$ cat src/rtl/fan_pkg.sv
// Shared encodings for the fan controller: mode/state values, off-timer
// selection codes, preset pulse bit positions and the speed LED mapping.
package fan_pkg;

    // o_mode encodings
    localparam logic [1:0] MODE_OFF  = 2'd0;
    localparam logic [1:0] MODE_LOW  = 2'd1;
    localparam logic [1:0] MODE_MID  = 2'd2;
    localparam logic [1:0] MODE_HIGH = 2'd3;

    // o_timer_sel encodings
    localparam logic [1:0] TSEL_NONE = 2'd0;
    localparam logic [1:0] TSEL_10   = 2'd1;
    localparam logic [1:0] TSEL_20   = 2'd2;
    localparam logic [1:0] TSEL_30   = 2'd3;

    // o_fantime bit indices
    localparam int unsigned FT_10 = 0;
    localparam int unsigned FT_20 = 1;
    localparam int unsigned FT_30 = 2;

    // FSM states share the o_mode encoding so the state drives o_mode directly
    typedef enum logic [1:0] {
        S_OFF  = MODE_OFF,
        S_LOW  = MODE_LOW,
        S_MID  = MODE_MID,
        S_HIGH = MODE_HIGH
    } state_t;

    // One-hot speed LEDs {HIGH, MID, LOW}; all dark when off
    function automatic logic [2:0] speed_led(input state_t st);
        case (st)
            S_LOW:   speed_led = 3'b001;
            S_MID:   speed_led = 3'b010;
            S_HIGH:  speed_led = 3'b100;
            default: speed_led = 3'b000;
        endcase
    endfunction

endpackage

$ cat src/rtl/fan_pwm_gen.sv
// Motor PWM generator: free-running period counter, duty reload only at the
// counter wrap (glitch-free), and a compare against the applied duty.
// Optional soft start when FAN_SOFT_START_EN is defined: rising targets are
// approached one count per RAMP_STEP cycles; falling targets apply at the wrap.
module fan_pwm_gen #(
    parameter int unsigned PWM_PERIOD = 100,
    parameter int unsigned RAMP_STEP  = 1000,
    localparam int unsigned DutyW     = $clog2(PWM_PERIOD + 1)
) (
    input  logic             i_clk,
    input  logic             i_reset,
    input  logic [DutyW-1:0] i_target,
    output logic             o_pwm
);

    if (PWM_PERIOD < 2 || RAMP_STEP < 1) begin : g_param_check
        $error("fan_pwm_gen: PWM_PERIOD must be >= 2 and RAMP_STEP >= 1");
    end

    logic [DutyW-1:0] cnt_q;
    logic [DutyW-1:0] applied_q;
    logic [DutyW-1:0] reload_val;
    logic             wrap;

    assign wrap = (cnt_q == DutyW'(PWM_PERIOD - 1));

    // Period counter 0..PWM_PERIOD-1
    always_ff @(posedge i_clk or posedge i_reset) begin
        if (i_reset) begin
            cnt_q <= '0;
        end else if (wrap) begin
            cnt_q <= '0;
        end else begin
            cnt_q <= cnt_q + DutyW'(1);
        end
    end

`ifdef FAN_SOFT_START_EN
    localparam int unsigned RampW = (RAMP_STEP > 1) ? $clog2(RAMP_STEP) : 1;

    logic [RampW-1:0] ramp_cnt_q, ramp_cnt_d;
    logic [DutyW-1:0] level_q, level_d;

    // Ramp level: climbs one count per RAMP_STEP cycles, drops to target at once
    always_comb begin
        ramp_cnt_d = '0;
        level_d    = level_q;
        if (level_q < i_target) begin
            if (ramp_cnt_q == RampW'(RAMP_STEP - 1)) begin
                level_d = level_q + DutyW'(1);
            end else begin
                ramp_cnt_d = ramp_cnt_q + RampW'(1);
            end
        end else begin
            level_d = i_target;
        end
    end

    // Ramp state registers
    always_ff @(posedge i_clk or posedge i_reset) begin
        if (i_reset) begin
            ramp_cnt_q <= '0;
            level_q    <= '0;
        end else begin
            ramp_cnt_q <= ramp_cnt_d;
            level_q    <= level_d;
        end
    end

    assign reload_val = level_q;
`else
    assign reload_val = i_target;
`endif

    // Applied duty changes only on the wrap so no period is cut short
    always_ff @(posedge i_clk or posedge i_reset) begin
        if (i_reset) begin
            applied_q <= '0;
        end else if (wrap) begin
            applied_q <= reload_val;
        end
    end

    assign o_pwm = (cnt_q < applied_q);

endmodule

$ cat src/rtl/fan_mode_controller.sv
// Fan sequencing controller: power/speed FSM, off-timer selection with
// one-cycle preset pulses, armed expiry detection on the timer count, status
// LEDs and motor PWM via fan_pwm_gen.
// Build option: define FAN_SOFT_START_EN to ramp rising duty (soft start).
module fan_mode_controller
    import fan_pkg::*;
#(
    parameter int unsigned PWM_PERIOD = 100,
    parameter int unsigned DUTY_LOW   = 30,
    parameter int unsigned DUTY_MID   = 60,
    parameter int unsigned DUTY_HIGH  = 90,
    parameter int unsigned RAMP_STEP  = 1000
) (
    input  logic       i_clk,
    input  logic       i_reset,
    input  logic       i_btn_power,
    input  logic       i_btn_speed,
    input  logic       i_btn_timer,
    input  logic [6:0] i_timer_sec,
    input  logic [6:0] i_timer_msec,
    output logic [2:0] o_fantime,
    output logic [1:0] o_mode,
    output logic [1:0] o_timer_sel,
    output logic       o_pwm,
    output logic [3:0] o_led
);

    localparam int unsigned DutyW = $clog2(PWM_PERIOD + 1);

    state_t           state_q, state_d;
    logic [1:0]       tsel_q, tsel_d;
    logic [1:0]       tsel_inc;
    logic             armed_q, armed_d;
    logic [2:0]       fantime_q, fantime_d;
    logic             expiry;
    logic [DutyW-1:0] target_duty;

    assign tsel_inc = tsel_q + 2'd1;

    // Armed gate stops stale zero counts reading as expiry before the preset lands
    assign expiry = armed_q && (i_timer_sec == 7'd0) && (i_timer_msec == 7'd0);

    // Next state: power beats expiry, expiry beats speed/timer, speed+timer combine
    always_comb begin
        state_d   = state_q;
        tsel_d    = tsel_q;
        armed_d   = armed_q;
        fantime_d = 3'b000;
        if (i_btn_power) begin
            if (state_q == S_OFF) begin
                state_d = S_LOW;
            end else begin
                state_d = S_OFF;
                tsel_d  = TSEL_NONE;
                armed_d = 1'b0;
            end
        end else if (expiry) begin
            state_d = S_OFF;
            tsel_d  = TSEL_NONE;
            armed_d = 1'b0;
        end else if (state_q != S_OFF) begin
            if (tsel_q != TSEL_NONE && i_timer_sec != 7'd0) begin
                armed_d = 1'b1;
            end
            if (i_btn_speed) begin
                case (state_q)
                    S_LOW:   state_d = S_MID;
                    S_MID:   state_d = S_HIGH;
                    default: state_d = S_LOW;
                endcase
            end
            if (i_btn_timer) begin
                tsel_d  = tsel_inc;
                armed_d = 1'b0;
                case (tsel_inc)
                    TSEL_10: fantime_d[FT_10] = 1'b1;
                    TSEL_20: fantime_d[FT_20] = 1'b1;
                    TSEL_30: fantime_d[FT_30] = 1'b1;
                    default: fantime_d = 3'b000;
                endcase
            end
        end
    end

    // Control state registers
    always_ff @(posedge i_clk or posedge i_reset) begin
        if (i_reset) begin
            state_q   <= S_OFF;
            tsel_q    <= TSEL_NONE;
            armed_q   <= 1'b0;
            fantime_q <= 3'b000;
        end else begin
            state_q   <= state_d;
            tsel_q    <= tsel_d;
            armed_q   <= armed_d;
            fantime_q <= fantime_d;
        end
    end

    // Target duty per speed
    always_comb begin
        target_duty = '0;
        case (state_q)
            S_LOW:   target_duty = DutyW'(DUTY_LOW);
            S_MID:   target_duty = DutyW'(DUTY_MID);
            S_HIGH:  target_duty = DutyW'(DUTY_HIGH);
            default: target_duty = '0;
        endcase
    end

    assign o_mode      = state_q;
    assign o_timer_sel = tsel_q;
    assign o_fantime   = fantime_q;
    assign o_led       = {(tsel_q != TSEL_NONE), speed_led(state_q)};

    fan_pwm_gen #(
        .PWM_PERIOD (PWM_PERIOD),
        .RAMP_STEP  (RAMP_STEP)
    ) u_pwm (
        .i_clk    (i_clk),
        .i_reset  (i_reset),
        .i_target (target_duty),
        .o_pwm    (o_pwm)
    );

endmodule

$ cat config.mk
export PLATFORM = sky130hd
export DESIGN_NAME = fan_mode_controller
export DESIGN_NICKNAME = d
export VERILOG_FILES = /design/src/rtl/fan_pkg.sv /design/src/rtl/fan_pwm_gen.sv /design/src/rtl/fan_mode_controller.sv
export SDC_FILE = /design/constraint.sdc
export NUM_CORES = 1
export LEC_CHECK = 0
export BUFFER_PORTS_ARGS = -buffer_cell sky130_fd_sc_hd__buf_2
export CAP_MARGIN = 20
export CORE_AREA = 2 2 58 60
export DETAILED_ROUTE_END_ITERATION = 10
export DIE_AREA = 0 0 60 62
export PLACE_DENSITY = 0.77
export SYNTH_ARGS = -nofsm -noshare
export SYNTH_HDL_FRONTEND = slang
export SYNTH_HIERARCHICAL = 1
export SYNTH_SLANG_ARGS = --single-unit
$ cat constraint.sdc
create_clock -name i_clk -period 4.7 [get_ports i_clk]
set_clock_uncertainty 0.05 [all_clocks]
set_input_delay 0.94 -clock i_clk [delete_from_list [all_inputs] [get_ports i_clk]]
set_output_delay 0.94 -clock i_clk [all_outputs]
set_load 0.01 [all_outputs]
### Word-level counts from Yosys, hierarchy flattened

Index checks and enable logic that the tools add are counted.

| operators by class | value |
|---|---|
| mux-type cells | 27 |
| reductions and logical operators | 16 |
| add/subtract/negate cells | 2 |
| eq/ne operators | 8 |
| order comparisons | 1 |

Operator list:

| operator | count |
|---|---|
| $pmux 7 s3 | 1 |
| $mux 2 | 9 |
| $logic_not 7->1 | 2 |
| $mux 3 | 4 |
| $mux 1 | 10 |
| $pmux 3 s3 | 1 |
| $reduce_bool 3->1 | 3 |
| $eq 2x2->1 const B | 4 |
| $add 7x1->7 const B | 1 |
| $eq 7x7->1 const B | 1 |
| $lt 7x7->1 | 1 |
| $mux 7 | 1 |
| $reduce_bool 7->1 | 1 |
| $reduce_and 3->1 | 2 |
| $eq 2x1->1 const B | 2 |
| $pmux 2 s2 | 1 |
| $reduce_bool 2->1 | 2 |
| $reduce_bool 4->1 | 1 |
| $logic_and 1x1->1 | 3 |
| $add 2x1->2 const B | 1 |
| $logic_not 2->1 | 1 |
| $ne 2x2->1 const B | 1 |
| $reduce_and 2->1 | 1 |

| storage, ports and cells | value |
|---|---|
| bits of input ports | 19 |
| bits in registers | 22 |

### Depth between registers and ports, before layout

Gate-level depths: netlist of run 1.

| depth | value |
|---|---|
| depth in word-level cells | 7 |
| mapped depth | 6 |
| depth with buffers taken out | 6 |

### By module

The synthesis of run 1 kept the hierarchy.

Modules (own cells, without submodules):

| module | area an instance (µm²) | instances | cells an instance |
|---|---|---|---|
| fan_pwm_gen | 732.0 | 1 | 63 |
| fan_mode_controller | 599.3 | 1 | 63 |

### Worst setup path before layout of run 1

OpenSTA, ideal clock, no wires.

| timing | value |
|---|---|
| path kind | reg-to-output |
| from | reg u_pwm.cnt_q[5] |
| to | out o_pwm |
| arrival time | 1433 ps |
| path buffers | 0 |
| slack | 2277 ps |
| required time | 3710 ps |
| stages on the path, launching flop included | 5 |
| cells stage by stage | dfrtp_1 -> ha_1 -> a21o_1 -> a221o_1 -> a31oi_1 |

| between the ends | value |
|---|---|
| cells in the longest elaborated chain, start to end | 1 |

RTL lines:

| what | line | text |
|---|---|---|
| start: declaration | fan_pwm_gen.sv:20 | `logic [DutyW-1:0] cnt_q;` |
| start signal: assignment | fan_pwm_gen.sv:34 | `cnt_q <= cnt_q + DutyW'(1);` |
| $lt 7x7->1 | fan_pwm_gen.sv:84 | `assign o_pwm = (cnt_q < applied_q);` |
| end: declaration | fan_mode_controller.sv:24 | `output logic o_pwm,` |

No other way between the ends.

### Worst setup path after layout of run 1

Same ends and word-level chain as after synthesis.

==> results of run 1 <==
routing by layer:
metal	up-vias	wire length (um)	track usage
li1	498	-	-
met1	492	991	0.161
met2	22	1260	0.278
met3	0	97	0.0248
met4	0	0	0.0381
met5	-	0	0
power by group:
part | internal [uW] | total (uW) | switching (uW)
Clock | 86.1 | 141 | 54.4
Combinational | 77.2 | 190 | 112
Sequential | 210 | 232 | 22.2
critical path: stages, from the launching register on:
cell	delay, ns
dfrtp_1	0.48
ha_1	0.35
a21o_1	0.16
a221o_1	0.33
a31oi_1	0.13
buf_2	0.15
per-stage QoR:
step	util	cells
2_1_floorplan	-	126
3_3_place_gp	0.479	200
3_5_place_dp	0.479	200
4_1_cts	0.496	204
5_1_grt	0.496	204
6_report	0.496	204
sequential cells by signal, indices dropped and copies added (netlist names):
| register | flops |
|---|---|
| armed_q | 1 |
| u_pwm/applied_q | 7 |
| u_pwm/cnt_q | 7 |
| o_timer_sel | 2 |
| o_fantime | 3 |
| o_mode | 2 |
synthesized netlist by cell type (all sizes together):
cell type   n
dfrtp      22
ha         17
inv        17
nor2        9
mux2        7
nand2       6
nand3       6
a31oi       4
and2        4
nand4       4
and3        3
nor3        3
o211ai      3
o21ai       3
xnor2       3
a21oi       2
buf         2
nor4        2
a21o        1
a221o       1
a32oi       1
conb        1
mux2i       1
nor2b       1
nor4b       1
o221ai      1
or3         1
logic make-up after synthesis:
group                    count (synthesis)  synth area share
AO/OA/AOI/OAI                           16            0.0808
XOR/XNOR                                 3            0.0197
adder cells (fa/ha/maj)                 17             0.160
buffers and inverters                   19            0.0592
flip-flops                              22             0.414
multiplexers                             8            0.0667
other                                    1           0.00282
AND/OR/NAND/NOR                         40             0.197
final cells by class:
class	count	area [um^2]
fill	296	1600
multi-input combinational	85	702
sequential	22	551
timing repair buffer	30	150
inverter	17	63.8
tap	46	57.6
clock inverter	1	30.0
clock buffer	3	22.5
final timing paths:
check                      slack [ns]                      startpoint  cells past startpoint                        endpoint
max in group asynchronous        3.63                         i_reset                      2        u_pwm/cnt_q[1]$_DFF_PP0_
setup reg to reg                 3.07        u_pwm/cnt_q[0]$_DFF_PP0_                      4  u_pwm/applied_q[4]$_DFFE_PP0N_
hold reg to reg                  0.47  u_pwm/applied_q[0]$_DFFE_PP0N_                      1  u_pwm/applied_q[0]$_DFFE_PP0N_
hold / removal                   0.47  u_pwm/applied_q[0]$_DFFE_PP0N_                      1  u_pwm/applied_q[0]$_DFFE_PP0N_
setup / recovery                 1.80        u_pwm/cnt_q[5]$_DFF_PP0_                      5                           o_pwm
min in group asynchronous        0.52                         i_reset                      2      o_timer_sel[1]$_DFFE_PP0P_
==> results.json, run 1 <==
{
  "cts_inserted_buffers": 3,
  "drive_gt1_frac": 0.310,
  "clkSinkCount": 22,
  "total_leakage_power_uw": 0.000828,
  "period_needed_ns": 2.90,
  "dp_slack_ns": 2.15,
  "chipWidth_um": 60,
  "endpoint_kind": "output port",
  "clk_pin_slew_ns": 0.12,
  "rsz0062_at_grt": "false",
  "clockBufferDepth": 2,
  "status": "finished, final reports clean",
  "yosysSeqAreaShare": 0.414,
  "syn_area_per_cell_um2": 10.6,
  "hold_viol": 0,
  "die_area_mm2": 0.00372,
  "whs_ns": 0.467,
  "start_kind": "flip-flop",
  "first_pass_iters": 4,
  "finalMaxSlewViolations": 0,
  "overflow": 0,
  "postCtsSetupBuffers": 0,
  "yosysTopAreaCell": "dfrtp_1",
  "clock_latency_ns": 0.30,
  "coreArea_mm2": 0.00318,
  "port_buffers": 30,
  "grt_max_degree": 15,
  "relSlewSlack": 0.649,
  "yosysTopAreaCellShare": 0.414,
  "post-route-period-util": 0.616,
  "start_util": 0.419,
  "totalWireLength_um": 2350,
  "yosysUniqueCellTypes": 33,
  "yosys_warnings": 6,
  "viasPerCell": 4.96,
  "ys_ff_latch": 22,
  "grt_pass1_vias": 986,
  "clock-root-buffer": "clkbuf_4",
  "critPathMaxFanout": 7,
  "first_iter_violations": 32,
  "p_total_uw": 562,
  "layout_commonest_cell": "buf_2",
  "final_cell_area_mm2": 0.00158,
  "grt_pass1_wl_um": 4020,
  "setup_tns_ns": 0,
  "worst-setup-path-type": "flip-flop to output port",
  "max_cap_violations": 0,
  "cts_tree": "yes",
  "rows": 21,
  "dpl.hpwl_um": 1960,
  "post_cts_resized": 0,
  "die_height_um": 62,
  "cts_htree_levels": 1,
  "tightest_slew_ns": 0.526,
  "boundaryPins": 31,
  "antenna_found_initial": 0,
  "grt_usage": 0.143,
  "cp.required_ns": 3.71,
  "detail-route-antenna-nets": 0,
  "layout_common_cells": "buf_2 (30), dfrtp_1 (22), inv_1 (17), ha_1 (17)",
  "ir_worst_vdd_mv": 0.204,
  "setup_ws_ns": 1.80,
  "finalSetupViolations": 0,
  "cts-hold-fix-buffers": 0,
  "syn_inst": 126,
  "via_count": 1012,
  "synth.net_count": 162,
  "fmax_ghz": 0.345,
  "hold_path.class": "flip-flop to flip-flop",
  "place_congestion": 0.824,
  "areaGrowthSynthToFinish_pct": 18.4,
  "arrival_ns": 1.91,
  "synthesis.area_mm2": 0.00133,
  "drc": 0,
  "avgRoutedWirePerCell_um": 11.5,
  "nets": 195,
  "placed_cell_area_mm2": 0.00152,
  "power_density_mw_per_mm2": 357,
  "antenna-diode-count": 0,
  "synthTopCellsByArea": "dfrtp_1 (41%), ha_1 (16%), mux2_2 (5.9%)"
}
No activity file was read; power rests on OpenSTA's default activity.
==> inputs of run 2 (changes only) <==
--- a/config.mk
+++ b/config.mk
@@ -5,12 +5,13 @@
 export SDC_FILE = /design/constraint.sdc
 export NUM_CORES = 1
 export LEC_CHECK = 0
+export ABC_AREA = 1
 export BUFFER_PORTS_ARGS = -buffer_cell sky130_fd_sc_hd__buf_2
 export CAP_MARGIN = 20
-export CORE_AREA = 2 2 58 60
+export CORE_AREA = 2 2 59 61
 export DETAILED_ROUTE_END_ITERATION = 10
-export DIE_AREA = 0 0 60 62
-export PLACE_DENSITY = 0.77
+export DIE_AREA = 0 0 61 63
+export PLACE_DENSITY = 0.81
 export SYNTH_ARGS = -nofsm -noshare
 export SYNTH_HDL_FRONTEND = slang
 export SYNTH_HIERARCHICAL = 1
==> constraint.sdc (replaced) <==
create_clock -name i_clk -period 2.4 [get_ports i_clk]
set_clock_uncertainty 0.05 [all_clocks]
set_input_delay 0.48 -clock i_clk [delete_from_list [all_inputs] [get_ports i_clk]]
set_output_delay 0.48 -clock i_clk [all_outputs]
set_load 0.01 [all_outputs]
==> run 2 against run 1 <==
Register-to-register slack lost 2.3 ns. Non-clock buffer count is the same. Via count grew 15%. Flip-flop and latch count is the same. Design area grew 4.3%.
==> results.json, run 2 <==
{
  "clkSinkCount": 22,
  "areaGrowthSynthToFinish_pct": 16.9,
  "period_needed_ns": 2.07,
  "dp_slack_ns": 0.694,
  "yosysSeqAreaShare": 0.391,
  "total_leakage_power_uw": 0.000961,
  "relSlewSlack": 0.645,
  "endpoint_kind": "output port",
  "clock-root-buffer": "clkbuf_4",
  "rsz0062_at_grt": "false",
  "synth_compound_area_frac": 0.0311,
  "synth_top_family_by_area": "simple AND/OR/NAND/NOR gates",
  "grt_pass1_wl_um": 4470,
  "detail-route-antenna-nets": 0,
  "r2r_end": "u_pwm/applied_q[2]$_DFFE_PP0N_",
  "cts_inserted_buffers": 3,
  "drc": 0,
  "post-route-period-util": 0.864,
  "status": "finished, final reports clean",
  "yosys_warnings": 6,
  "layout_commonest_cell": "nand2_1",
  "worstPathCellList": "ha_1 -> a21oi_1 -> nand2_1 -> a21oi_1 -> buf_2",
  "ff2ff_setup_slack_ns": 0.77,
  "place_congestion": 0.860,
  "overflow": 0,
  "yosysTopAreaCell": "dfrtp_1",
  "slowest_delay_ns": 0.44,
  "coreArea_mm2": 0.00323,
  "synth_top_cells_by_count": "nand2_1 (53), inv_1 (31), nor2_1 (23)",
  "ys_ff_latch": 22,
  "clk_pin_slew_ns": 0.12,
  "nets": 249,
  "max_cap_violations": 0,
  "rows": 21,
  "grt_max_degree": 15,
  "cts-hold-fix-buffers": 0,
  "antenna-diode-count": 0,
  "critPathMaxFanout": 5,
  "port_buffers": 30,
  "cp.required_ns": 1.87,
  "synth_most_common_cell": "nand2_1",
  "first_iter_violations": 37,
  "setup_ws_ns": 0.325,
  "reg2reg_depth": 6,
  "tightest_slew_ns": 0.532,
  "synthMuxAreaShare": 0,
  "boundaryPins": 31,
  "critPathSlowestCell": "dfrtp_1",
  "grt_pass1_vias": 1141,
  "yosysUniqueCellTypes": 21,
  "postCtsSetupBuffers": 0,
  "synth_edf_count": 0,
  "fin_cells": 258,
  "synthesis.area_mm2": 0.00141,
  "setup_tns_ns": 0,
  "drive_gt1_frac": 0.217,
  "synthTopCellsByArea": "dfrtp_1 (39%), ha_1 (15%), nand2_1 (14%)",
  "chipWidth_um": 61,
  "yosys.area_share.simple": 0.310,
  "syn_inst": 181,
  "grt_usage": 0.153,
  "totalWireLength_um": 2600,
  "finalSetupViolations": 0,
  "syn_area_per_cell_um2": 7.77,
  "post_cts_resized": 0,
  "dpl.hpwl_um": 2130,
  "antenna_found_initial": 0,
  "die_height_um": 63,
  "synth_fa_ha_area_frac": 0.151,
  "viasPerCell": 4.49,
  "power_density_mw_per_mm2": 630,
  "synth-main-ff-cell": "dfrtp_1",
  "first_pass_iters": 4,
  "placed_cells": 254,
  "avgRoutedWirePerCell_um": 10.1,
  "arrival_ns": 1.54,
  "synthXorXnorAreaFrac": 0.0125,
  "cpMostUsedCell": "a21oi_1",
  "cts_tree": "yes",
  "hold_viol": 0,
  "die_area_mm2": 0.00384,
  "async_reset_ff_frac": 1.00,
  "finalMaxSlewViolations": 0,
  "via_count": 1159,
  "start_util": 0.435,
  "clock_latency_ns": 0.31,
  "r2r-start": "u_pwm/cnt_q[0]$_DFF_PP0_",
  "layout_common_cells": "nand2_1 (53), inv_1 (31), buf_2 (30)",
  "worst-setup-path-type": "flip-flop to output port",
  "fmax_ghz": 0.482,
  "hold_path.class": "input pin to asynchronous set/reset pin",
  "ir_worst_vdd_mv": 0.345,
  "yosysTopAreaCellShare": 0.391,
  "start_kind": "flip-flop",
  "clockBufferDepth": 2,
  "synth.net_count": 217,
  "cts_htree_levels": 1
}
-- run 2: changes by cell type after synthesis, moves of 3 or more --
cell,before,now
a31oi_1,4,0
nor3b_1,0,3
a21oi_1,2,6
xnor2_1,3,0
nand3_2,0,3
inv_1,17,31
nor2_1,7,23
and2_1,4,0
nor3_1,3,0
mux2_2,7,0
nand2_1,6,53
o211ai_1,3,0
-- run 2: per-layer routing --
metal,track usage,routed length (um),part of all wire,vias up
li1,-,-,-,604
met2,0.273,1300,0.50,28
met3,0.0269,110,0.042,2
met4,0.0408,13,0.0050,0
met5,0,0,0,-
met1,0.183,1180,0.45,525
-- run 2: worst max-delay path: cells and delay by family, from the launching register on --
kind / cells / cell delay (ns)
fa+ha+maj: 1 / 0.33
flops: 1 / 0.44
buf+inv: 1 / 0.14
compound gates: 2 / 0.26
simple gates: 1 / 0.07
-- run 2: area by class of cell --
type	count	area, um^2
clock inverter	1	30.0
inverter	32	120
multi-input combinational	124	713
fill	343	1590
sequential	22	551
timing repair buffer	30	150
clock buffer	3	22.5
tap	46	57.6
-- run 2: how the worst max path moves through the flow --
stage                                        start  endpoint  slack [ns]  depth (start not counted)
after detailed placement  u_pwm/cnt_q[2]$_DFF_PP0_     o_pwm        0.69                          5
after global routing      u_pwm/cnt_q[4]$_DFF_PP0_     o_pwm        0.22                          7
after global placement    u_pwm/cnt_q[4]$_DFF_PP0_     o_pwm        0.72                          7
after CTS                 u_pwm/cnt_q[2]$_DFF_PP0_     o_pwm        0.30                          5
final                     u_pwm/cnt_q[2]$_DFF_PP0_     o_pwm        0.33                          5
after floorplan           u_pwm/cnt_q[4]$_DFF_PP0_     o_pwm        0.77                          6
-- run 2: kinds of logic (layout without fill, tap and decap cells) --
family / after synthesis / after routing
buffers and inverters: 35 / 66
XOR/XNOR: 2 / 2
AND/OR/NAND/NOR: 96 / 96
other: 1 / 1
adder cells (fa/ha/maj): 17 / 17
AO/OA/AOI/OAI: 8 / 8
flip-flops: 22 / 22
-- run 2: power breakdown --
part / switching, uW / internal (uW) / total (uW)
sequential: 31.3 / 405 / 437
combinational: 186 / 133 / 319
clock: 111 / 169 / 280
total: 328 / 707 / 1040
-- run 2: through the flow --
step	hold WS (ns)	total power [uW]	area (um^2)	utilization
after global routing	0.0730	1120	1640	0.509
after global placement	0.403	756	1590	0.492
final	0.0563	1040	1640	0.509
after CTS	0.0585	1050	1640	0.509
after detailed placement	0.412	767	1590	0.492
after floorplan	0.246	664	1410	-
